**config.mk**
```make
export PLATFORM = sky130hd
export DESIGN_NAME = axi_sram_pattern_tester
export DESIGN_NICKNAME = d
export VERILOG_FILES = /design/src/rtl/axi_sram_pattern_tester_pkg.sv /design/src/rtl/axi_sram_pattern_tester_lfsr.sv /design/src/rtl/axi_sram_pattern_tester.sv
export SDC_FILE = /design/constraint.sdc
export NUM_CORES = 1
export LEC_CHECK = 0
export CORE_AREA = 2 2 97 99
export DETAILED_ROUTE_END_ITERATION = 16
export DIE_AREA = 0 0 99 101
export GPL_TIMING_DRIVEN = 0
export PLACE_DENSITY = 0.63
export RECOVER_POWER = 50
export SETUP_SLACK_MARGIN = 0.4
export SYNTH_ARGS = -nofsm -noshare
export SYNTH_HDL_FRONTEND = slang
export SYNTH_SLANG_ARGS = --single-unit
export TNS_END_PERCENT = 10
```
**constraint.sdc**
```tcl
create_clock -name i_axi_clk -period 6.3 [get_ports i_axi_clk]
set_clock_uncertainty 0.2 [all_clocks]
set_input_delay 1.26 -clock i_axi_clk [delete_from_list [all_inputs] [get_ports i_axi_clk]]
set_output_delay 1.26 -clock i_axi_clk [all_outputs]
set_load 0.02 [all_outputs]
```
**src/rtl/axi_sram_pattern_tester_pkg.sv**
```systemverilog
// Shared types and constants for the AXI-Lite SRAM pattern tester.
//   state_t          : tester FSM states
//   AXI_RESP_OKAY    : AXI OKAY response code
//   LFSR_TAPS_8/16   : Galois (right-shift) feedback taps for maximal-length LFSRs
package axi_sram_pattern_tester_pkg;

  typedef enum logic [2:0] {
    ST_IDLE,
    ST_WR_ADDR,
    ST_WR_RESP,
    ST_RD_ADDR,
    ST_RD_DATA,
    ST_DONE
  } state_t;

  localparam logic [1:0]  AXI_RESP_OKAY = 2'b00;

  // x^8+x^6+x^5+x^4+1 and x^16+x^14+x^13+x^11+1
  localparam logic [7:0]  LFSR_TAPS_8   = 8'hB8;
  localparam logic [15:0] LFSR_TAPS_16  = 16'hB400;

  function automatic logic [15:0] lfsr_taps(input int dw);
    return (dw == 16) ? LFSR_TAPS_16 : {8'h00, LFSR_TAPS_8};
  endfunction

endpackage

```
**src/rtl/axi_sram_pattern_tester_lfsr.sv**
```systemverilog
// Galois LFSR pattern source for the SRAM tester (used only when
// AXI_SRAM_PATTERN_TESTER_LFSR_EN is defined).
// Ports:
//   i_clk, i_rst : clock, asynchronous active-high reset
//   i_load       : load i_seed (a zero seed is replaced by 1, the all-zero state is a lock-up)
//   i_step       : advance one step
//   i_seed       : seed value
//   o_value      : current LFSR state
module axi_sram_pattern_tester_lfsr
  import axi_sram_pattern_tester_pkg::*;
#(
  parameter int DW = 8
) (
  input  logic          i_clk,
  input  logic          i_rst,
  input  logic          i_load,
  input  logic          i_step,
  input  logic [DW-1:0] i_seed,
  output logic [DW-1:0] o_value
);

  localparam logic [DW-1:0] TAPS = DW'(lfsr_taps(DW));

  logic [DW-1:0] r_state;

  always_ff @(posedge i_clk or posedge i_rst) begin
    if (i_rst) begin
      r_state <= '0;
    end else if (i_load) begin
      r_state <= (i_seed == '0) ? DW'(1) : i_seed;
    end else if (i_step) begin
      r_state <= r_state[0] ? ((r_state >> 1) ^ TAPS) : (r_state >> 1);
    end
  end

  assign o_value = r_state;

endmodule

```
**src/rtl/axi_sram_pattern_tester.sv**
```systemverilog
// AXI-Lite master that writes a deterministic pattern to SRAM words
// 0..ADDR_LAST, reads them back and compares, reporting pass/fail and the
// first failing word.
// Config macro: AXI_SRAM_PATTERN_TESTER_LFSR_EN selects an LFSR pattern;
// otherwise data = addr ^ PATTERN_SEED.
// Ports:
//   i_axi_clk, i_axi_reset : clock, asynchronous active-high reset
//   i_start                : 1-cycle start pulse (accepted in IDLE/DONE)
//   o_busy, o_done, o_pass : status
//   o_fail_addr/expected/actual : first failure details
//   o_axi_* / i_axi_*      : AXI-Lite master channels
//
// state      | meaning
// IDLE       | waiting for first start
// WR_ADDR    | AW and W valid, waiting for both handshakes
// WR_RESP    | waiting for write response
// RD_ADDR    | AR valid, waiting for arready
// RD_DATA    | waiting for read data, compare
// DONE       | result valid, waiting for start
module axi_sram_pattern_tester
  import axi_sram_pattern_tester_pkg::*;
#(
  parameter int                        AXI_ADDR_WIDTH = 10,
  parameter int                        AXI_DATA_WIDTH = 8,
  parameter logic [AXI_ADDR_WIDTH-1:0] ADDR_LAST      = '1,
  parameter logic [7:0]                PATTERN_SEED   = 8'hA5
) (
  input  logic                      i_axi_clk,
  input  logic                      i_axi_reset,
  input  logic                      i_start,
  output logic                      o_busy,
  output logic                      o_done,
  output logic                      o_pass,
  output logic [AXI_ADDR_WIDTH-1:0] o_fail_addr,
  output logic [AXI_DATA_WIDTH-1:0] o_fail_expected,
  output logic [AXI_DATA_WIDTH-1:0] o_fail_actual,
  output logic [AXI_ADDR_WIDTH-1:0] o_axi_awaddr,
  output logic                      o_axi_awvalid,
  input  logic                      i_axi_awready,
  output logic [AXI_DATA_WIDTH-1:0] o_axi_wdata,
  output logic                      o_axi_wstrb,
  output logic                      o_axi_wvalid,
  input  logic                      i_axi_wready,
  input  logic [1:0]                i_axi_bresp,
  input  logic                      i_axi_bvalid,
  output logic                      o_axi_bready,
  output logic [AXI_ADDR_WIDTH-1:0] o_axi_araddr,
  output logic                      o_axi_arvalid,
  input  logic                      i_axi_arready,
  input  logic [AXI_DATA_WIDTH-1:0] i_axi_rdata,
  input  logic [1:0]                i_axi_rresp,
  input  logic                      i_axi_rvalid,
  output logic                      o_axi_rready
);

  localparam int AW = AXI_ADDR_WIDTH;
  localparam int DW = AXI_DATA_WIDTH;
  localparam logic [DW-1:0] SEED = DW'(PATTERN_SEED);

  state_t        r_state;
  logic [AW-1:0] r_addr;
  logic          r_awvalid, r_wvalid, r_aw_done, r_w_done;
  logic          r_bready, r_arvalid, r_rready;
  logic          r_busy, r_done, r_pass;
  logic [AW-1:0] r_fail_addr;
  logic [DW-1:0] r_fail_expected, r_fail_actual;

  logic          w_aw_hs, w_w_hs, w_b_hs, w_ar_hs, w_r_hs;
  logic          w_last, w_b_ok, w_r_ok;
  logic [DW-1:0] w_expected;

  assign w_aw_hs = r_awvalid & i_axi_awready;
  assign w_w_hs  = r_wvalid  & i_axi_wready;
  assign w_b_hs  = r_bready  & i_axi_bvalid;
  assign w_ar_hs = r_arvalid & i_axi_arready;
  assign w_r_hs  = r_rready  & i_axi_rvalid;
  assign w_last  = (r_addr == ADDR_LAST);
  assign w_b_ok  = (i_axi_bresp == AXI_RESP_OKAY);
  assign w_r_ok  = (i_axi_rresp == AXI_RESP_OKAY) && (i_axi_rdata == w_expected);

`ifdef AXI_SRAM_PATTERN_TESTER_LFSR_EN
  logic          w_lfsr_load, w_lfsr_step;
  logic [DW-1:0] w_lfsr_value;

  // Load at start and again before the read phase so reads replay the writes;
  // step only after a word has been accepted (data must stay stable until then).
  assign w_lfsr_load = (i_start && (r_state == ST_IDLE || r_state == ST_DONE))
                     || (r_state == ST_WR_RESP && w_b_hs && w_b_ok && w_last);
  assign w_lfsr_step = (r_state == ST_WR_RESP && w_b_hs && w_b_ok && !w_last)
                     || (r_state == ST_RD_DATA && w_r_hs && w_r_ok && !w_last);

  axi_sram_pattern_tester_lfsr #(.DW(DW)) u_lfsr (
    .i_clk   (i_axi_clk),
    .i_rst   (i_axi_reset),
    .i_load  (w_lfsr_load),
    .i_step  (w_lfsr_step),
    .i_seed  (SEED),
    .o_value (w_lfsr_value)
  );

  assign w_expected = w_lfsr_value;
`else
  assign w_expected = DW'(r_addr) ^ SEED;
`endif

  always_ff @(posedge i_axi_clk or posedge i_axi_reset) begin
    if (i_axi_reset) begin
      r_state         <= ST_IDLE;
      r_addr          <= '0;
      r_awvalid       <= 1'b0;
      r_wvalid        <= 1'b0;
      r_aw_done       <= 1'b0;
      r_w_done        <= 1'b0;
      r_bready        <= 1'b0;
      r_arvalid       <= 1'b0;
      r_rready        <= 1'b0;
      r_busy          <= 1'b0;
      r_done          <= 1'b0;
      r_pass          <= 1'b0;
      r_fail_addr     <= '0;
      r_fail_expected <= '0;
      r_fail_actual   <= '0;
    end else begin
      case (r_state)
        ST_IDLE, ST_DONE: begin
          if (i_start) begin
            r_state         <= ST_WR_ADDR;
            r_addr          <= '0;
            r_awvalid       <= 1'b1;
            r_wvalid        <= 1'b1;
            r_aw_done       <= 1'b0;
            r_w_done        <= 1'b0;
            r_busy          <= 1'b1;
            r_done          <= 1'b0;
            r_pass          <= 1'b0;
            r_fail_addr     <= '0;
            r_fail_expected <= '0;
            r_fail_actual   <= '0;
          end
        end
        ST_WR_ADDR: begin
          if (w_aw_hs) begin
            r_awvalid <= 1'b0;
            r_aw_done <= 1'b1;
          end
          if (w_w_hs) begin
            r_wvalid <= 1'b0;
            r_w_done <= 1'b1;
          end
          if ((r_aw_done || w_aw_hs) && (r_w_done || w_w_hs)) begin
            r_state  <= ST_WR_RESP;
            r_bready <= 1'b1;
          end
        end
        ST_WR_RESP: begin
          if (w_b_hs) begin
            r_bready <= 1'b0;
            if (!w_b_ok) begin
              r_fail_addr     <= r_addr;
              r_fail_expected <= w_expected;
              r_fail_actual   <= '0;
              r_state         <= ST_DONE;
              r_busy          <= 1'b0;
              r_done          <= 1'b1;
            end else if (w_last) begin
              r_state   <= ST_RD_ADDR;
              r_addr    <= '0;
              r_arvalid <= 1'b1;
              r_rready  <= 1'b1;
            end else begin
              r_state   <= ST_WR_ADDR;
              r_addr    <= r_addr + AW'(1);
              r_awvalid <= 1'b1;
              r_wvalid  <= 1'b1;
              r_aw_done <= 1'b0;
              r_w_done  <= 1'b0;
            end
          end
        end
        ST_RD_ADDR: begin
          if (w_ar_hs) begin
            r_arvalid <= 1'b0;
            r_state   <= ST_RD_DATA;
          end
        end
        ST_RD_DATA: begin
          if (w_r_hs) begin
            if (!w_r_ok) begin
              r_fail_addr     <= r_addr;
              r_fail_expected <= w_expected;
              r_fail_actual   <= i_axi_rdata;
              r_rready        <= 1'b0;
              r_state         <= ST_DONE;
              r_busy          <= 1'b0;
              r_done          <= 1'b1;
            end else if (w_last) begin
              r_rready <= 1'b0;
              r_state  <= ST_DONE;
              r_busy   <= 1'b0;
              r_done   <= 1'b1;
              r_pass   <= 1'b1;
            end else begin
              r_addr    <= r_addr + AW'(1);
              r_arvalid <= 1'b1;
              r_state   <= ST_RD_ADDR;
            end
          end
        end
        default: r_state <= ST_IDLE;
      endcase
    end
  end

  assign o_busy          = r_busy;
  assign o_done          = r_done;
  assign o_pass          = r_pass;
  assign o_fail_addr     = r_fail_addr;
  assign o_fail_expected = r_fail_expected;
  assign o_fail_actual   = r_fail_actual;
  assign o_axi_awaddr    = r_addr;
  assign o_axi_awvalid   = r_awvalid;
  // Data is driven only while wvalid is high so it reads as zero when idle.
  assign o_axi_wdata     = r_wvalid ? w_expected : '0;
  assign o_axi_wstrb     = 1'b1;
  assign o_axi_wvalid    = r_wvalid;
  assign o_axi_bready    = r_bready;
  assign o_axi_araddr    = r_addr;
  assign o_axi_arvalid   = r_arvalid;
  assign o_axi_rready    = r_rready;

endmodule

```
==> results_dict.tcl, run 1 <==
set metrics [dict create \
    max-cap-violations 1 \
    leakagePower_nw 1.62 \
    synthXorXnorAreaFrac_pct 3.01 \
    slowest_stage "clkbuf_1" \
    dr.pass1.iters 4 \
    overflow 0 \
    arrival_ps 3520 \
    instances_no_fill 482 \
    yosysWarnings 0 \
    postCtsHoldBufs 0 \
    post-synth-top-count-cell "dfrtp_1" \
    dpl_cell_area_um2 3590 \
    die_x_um 99 \
    netlist_instances 281 \
    synth-edff-count 0 \
    track_usage_pct 14.9 \
    core_um2 8980 \
    fp-row-count 35 \
    antenna_left 0 \
    wirelength_mm 7.37 \
    hold_viol_final 0 \
    io_pins 83 \
    design_area_um2 3680 \
    antenna_found_initial 0 \
    whs_ps 289 \
    ctsLongestPathBuffers 2 \
    violations "capacitance limit, slew limit" \
    peakVddDrop_mv 0.163 \
    relSlewSlack_pct -6.48 \
    grt_pass1_vias 2303 \
    yosysTopAreaCell "dfrtp_1" \
    cts_root_buf "clkbuf_8" \
    synthAdderAreaFrac_pct 0.478 \
    avgViaCountPerCell 4.85 \
    crit_fanout 29 \
    syn-num-nets 302 \
    nets 391 \
    yosys.area_share.simple_pct 20.2 \
    maxSlewViolCount 30 \
    htreeDepth 2 \
    power_density_nw_per_um2 351 \
    outcome "finished with violations" \
    critical_path.cell_chain "dlygate4sd3_1, inv_1, clkbuf_1" \
    vias 2339 \
    dp_slack_ps 2430 \
    ys_top_cells_by_count "dfrtp_1, nand2_1, nor2_1" \
    cts_setup_buffers 0 \
    synth_area_um2 2620 \
    path_clk_slew_ps 90 \
    ys_seq_elements 45 \
    drive_above_1_share_pct 10.5 \
    fin_ws_ps 2710 \
    initial_core_util_pct 29.2 \
    synthMuxAreaShare_pct 6.49 \
    power_mw 1.29 \
    period_share_pct 57.0 \
    critPathKind "primary input to async pin" \
    drt_iter0_markers 156 \
    cts_tree "built" \
    detail_route.wl_per_cell_um 15.3 \
    hold_path_class "flop to flop" \
    tns_ps 0 \
    synth_compound_area_share_pct 17.7 \
    cp-end-kind "async pin" \
    clk-insertion-delay-late_ps 300 \
    dpl.cell_count 474 \
    num_antenna_cells 0 \
    rsz0062_at_grt "no" \
    area_growth_pct 40.6 \
    post-route-min-period_ps 3590 \
    yosysUniqueCellTypes 52 \
    cts_made_buffers 5 \
    worst_pin_slew_ps 1600 \
    setup_viol 0 \
    gp_congestion 0.866 \
    grt_pass1_wl_mm 11.9 \
    grt_max_degree 30 \
    synth_top_family_by_area "simple AND/OR/NAND/NOR gates" \
    fp.dieArea_um2 10000 \
    cp_data_required_time_ps 6230 \
    drc_errors 0 \
    synth_ff_type "dfrtp_1" \
    yosysSeqAreaShare_pct 43.0 \
    slowest_delay_ps 1220 \
    fmax_mhz 279 \
    ys_top_cells_by_area "dfrtp_1, buf_4, nand2_1, mux2_1, a22o_1" \
    async_flop_share_pct 100 \
    port_buffers 81 \
    cts_sinks 45 \
    die_height_um 101 \
    yosysTopAreaCellShare_pct 43.0 \
    avgSynthCellArea_um2 9.32 \
    dp_hpwl_mm 5.55 \
    ctsResizeCount 0 \
    crit_path_start_kind "primary input" \
    post-route-util_pct 41.0 \
]
[path summary, 6_finish.rpt]
check	startpoint	endpoint	slack (ps)	cells after the start
setup reg to reg	o_axi_araddr[0]$_DFFE_PP0P_	o_axi_araddr[5]$_DFFE_PP0P_	3160	6
setup / recovery	i_axi_reset	r_state[0]$_DFFE_PP0P_	2710	3
min in group asynchronous	i_axi_reset	o_axi_arvalid$_DFFE_PP0P_	1290	2
hold reg to reg	o_fail_expected[7]$_DFFE_PP0P_	o_fail_expected[7]$_DFFE_PP0P_	290	1
max in group i_axi_clk	i_axi_rdata[3]	o_fail_expected[0]$_DFFE_PP0P_	2780	8
hold / removal	o_fail_expected[7]$_DFFE_PP0P_	o_fail_expected[7]$_DFFE_PP0P_	290	1
[cells by family (layout without fill, tap and decap cells)]
kind of cell	Yosys count	in the layout
AOI/OAI and AO/OA	65	65
xor gates and xnor gates	9	9
adders and majority gates	1	1
buffers and inverters	43	133
DFF	45	45
muxes	16	16
other	1	1
and+or+nand+nor	101	101
[placed cells by master, fill, tap and decap left out, types with 9 or more instances in the layout]
master           synthesis  final
a21oi_1                 10     10
buf_4                   17     17
nor2_1                  20     20
nand2_1                 27     27
dfrtp_1                 45     45
inv_1                   15     15
nor3_1                   9      9
a22o_1                  10     10
clkdlybuf4s50_1          0     49
dlygate4sd3_1            0     32
[per-layer routing]
layer  routed length (µm)  track usage [%]
met5                    0                0
met4                   96             4.00
met3                  369             2.98
met2                 3540             23.5
met1                 3360             20.8
[power by group]
group          leakage (nW)  switching [mW]  total [mW]  internal [mW]
clock                0.0554           0.102       0.221          0.119
combinational         0.958           0.394       0.684          0.290
sequential            0.602          0.0452       0.389          0.344
[sequential cells by signal (all words and copies together), names as in the netlist, 3 cells and up]
name / flops
o_axi_araddr: 10
o_fail_expected: 4
o_fail_actual: 8
r_state: 3
o_fail_addr: 10
[critical path: cells and delay by family]
| family | cells | cell delay [ps] |
|---|---|---|
| buffers and inverters | 3 | 2250 |
[cell type report]
cell class | count | area, µm²
fillers | 887 | 5290
inverters | 15 | 56.3
multi-input cells | 193 | 1260
flip-flops and latches | 45 | 1130
clock inverters | 2 | 38.8
clock buffers | 6 | 72.6
repair buffers | 82 | 815
plain buffers | 28 | 179
well taps | 111 | 139
No activity file was read; power rests on OpenSTA's default activity.
==> inputs of run 2 (changes only) <==
PLACE_DENSITY = 0.65   (was 0.63)
clock period = 2.9 ns   (was 6.3 ns; I/O delays follow)
==> run 2 against run 1 <==
  * The run now ends clean
  * Hold slack better by 1.8 ps
  * Die area unchanged
  * Core utilization is 2.8 points higher
  * Sequential share of layout area shrank 1.9 points
  * Power is 140% higher
  * Combinational power grew 150%
  * Critical endpoint is now o_axi_rready$_DFFE_PP0P_
==> results_dict.tcl, run 2 (synthesis gave the netlist of run 1 again) <==
set metrics [dict create \
    dr.pass1.iters 4 \
    cts_made_buffers 5 \
    initial_core_util_pct 29.2 \
    fp-row-count 35 \
    arrival_ps 2530 \
    grt_pass1_vias 2454 \
    peakVddDrop_mv 0.341 \
    fmax_mhz 394 \
    num_antenna_cells 0 \
    area_growth_pct 50.1 \
    rsz0062_at_grt "yes" \
    die_x_um 99 \
    ctsLongestPathBuffers 2 \
    crit_fanout 10 \
    max-cap-violations 0 \
    clk-insertion-delay-late_ps 310 \
    cts_root_buf "clkbuf_8" \
    most-common-layout-cells "clkdlybuf4s50_1, dfrtp_1, dlygate4sd3_1" \
    grt_max_degree 26 \
    post-route-util_pct 43.8 \
    design_area_um2 3930 \
    avgViaCountPerCell 4.98 \
    worst_pin_slew_ps 840 \
    dp_slack_ps -248 \
    track_usage_pct 15.4 \
    cts_tree "built" \
    gp_congestion 0.859 \
    cp_data_required_time_ps 2900 \
    io_pins 83 \
    fillerInstances 876 \
    fp.dieArea_um2 10000 \
    hold_path_class "flop to flop" \
    cp-end-kind "flop" \
    wirelength_mm 7.63 \
    outcome "finished, final reports clean" \
    antenna_left 0 \
    path_clk_slew_ps 90 \
    port_buffers 81 \
    slowest_stage "dfrtp_1" \
    dpl_cell_area_um2 3590 \
    core_um2 8980 \
    relSlewSlack_pct 43.1 \
    maxSlewViolCount 0 \
    leakagePower_nw 1.75 \
    dp_hpwl_mm 5.61 \
    hold_viol_final 0 \
    nets 403 \
    period_share_pct 87.5 \
    layout.cells.most_common "clkdlybuf4s50_1" \
    detail_route.wl_per_cell_um 15.4 \
    cts_sinks 45 \
    critical_path.cell_chain "ha_1, nand3_2, nor3_4, or4_4, buf_8, buf_4, nand4b_1, a22o_1" \
    slowest_delay_ps 500 \
    setup_viol 0 \
    post-route-min-period_ps 2540 \
    drt_iter0_markers 97 \
    seqCellArea_um2 1130 \
    htreeDepth 2 \
    critPathKind "flop to flop" \
    drive_above_1_share_pct 18.5 \
    fin_ws_ps 363 \
    multi_input_area_um2 1380 \
    tns_ps 0 \
    power_density_nw_per_um2 774 \
    crit_path_start_kind "flop" \
    vias 2462 \
    overflow 0 \
    drc_errors 0 \
    die_height_um 101 \
    grt_pass1_wl_mm 12.5 \
    antenna_found_initial 0 \
]
==> run 2: worst max-delay path: cells and delay by family (launching register included) <==
family	cells	cell delay (ps)
AO/OA/AOI/OAI	1	250
adder cells (fa/ha/maj)	1	280
buffers and inverters	2	240
flip-flops	1	500
AND/OR/NAND/NOR	4	950
==> run 2: final timing paths <==
kind | end | depth (start not counted) | slack, ps | start
hold / removal | o_fail_expected[7]$_DFFE_PP0P_ | 1 | 290 | o_fail_expected[7]$_DFFE_PP0P_
hold reg to reg | o_fail_expected[7]$_DFFE_PP0P_ | 1 | 290 | o_fail_expected[7]$_DFFE_PP0P_
min in group asynchronous | o_fail_addr[7]$_DFFE_PP0P_ | 2 | 670 | i_axi_reset
setup reg to reg | o_axi_rready$_DFFE_PP0P_ | 8 | 360 | o_axi_araddr[1]$_DFFE_PP0P_
setup / recovery | o_axi_rready$_DFFE_PP0P_ | 8 | 360 | o_axi_araddr[1]$_DFFE_PP0P_
max in group asynchronous | o_axi_araddr[0]$_DFFE_PP0P_ | 3 | 690 | i_axi_reset
==> run 2: per-layer routing <==
layer  GRT usage [%]  part of all wire, %
met2            25.7                   48
met1            19.9                   45
met3            3.19                  4.6
met4            5.48                  2.1
met5               0                    0
==> run 2: layout make-up <==
type / count / share of cell area (%)
multi-input combinational: 193 / 35.0
sequential: 45 / 28.7
timing repair buffer: 94 / 23.3
buffer: 28 / 5.22
tap: 111 / 3.53
clock buffer: 6 / 1.85
inverter: 15 / 1.43
clock inverter: 2 / 0.986
==> run 2: per-stage QoR <==
stage	power, mW	std cells	hold slack, ps
floorplan	1.85	281	263
global placement	2.36	473	276
detailed placement	2.39	474	281
CTS	2.97	490	302
global route	3.24	494	315
finish	3.04	494	291
==> run 2: power breakdown <==
group / switching [mW] / leakage [nW] / internal (mW)
registers: 0.102 / 0.599 / 0.749
clock network: 0.232 / 0.0554 / 0.259
logic: 0.932 / 1.10 / 0.770
==> run 2: what timing repair did <==
| item | CTS | global route |
|---|---|---|
| cloned | 0 | 1 |
| pin swaps | 7 | 4 |
| resized for setup | 28 | 11 |
| setup buffers | 8 | 3 |
| hold endpoints to repair | 0 | 0 |
| hold buffers | 0 | 0 |
| endpoints found under the setup margin | 49 | 48 |
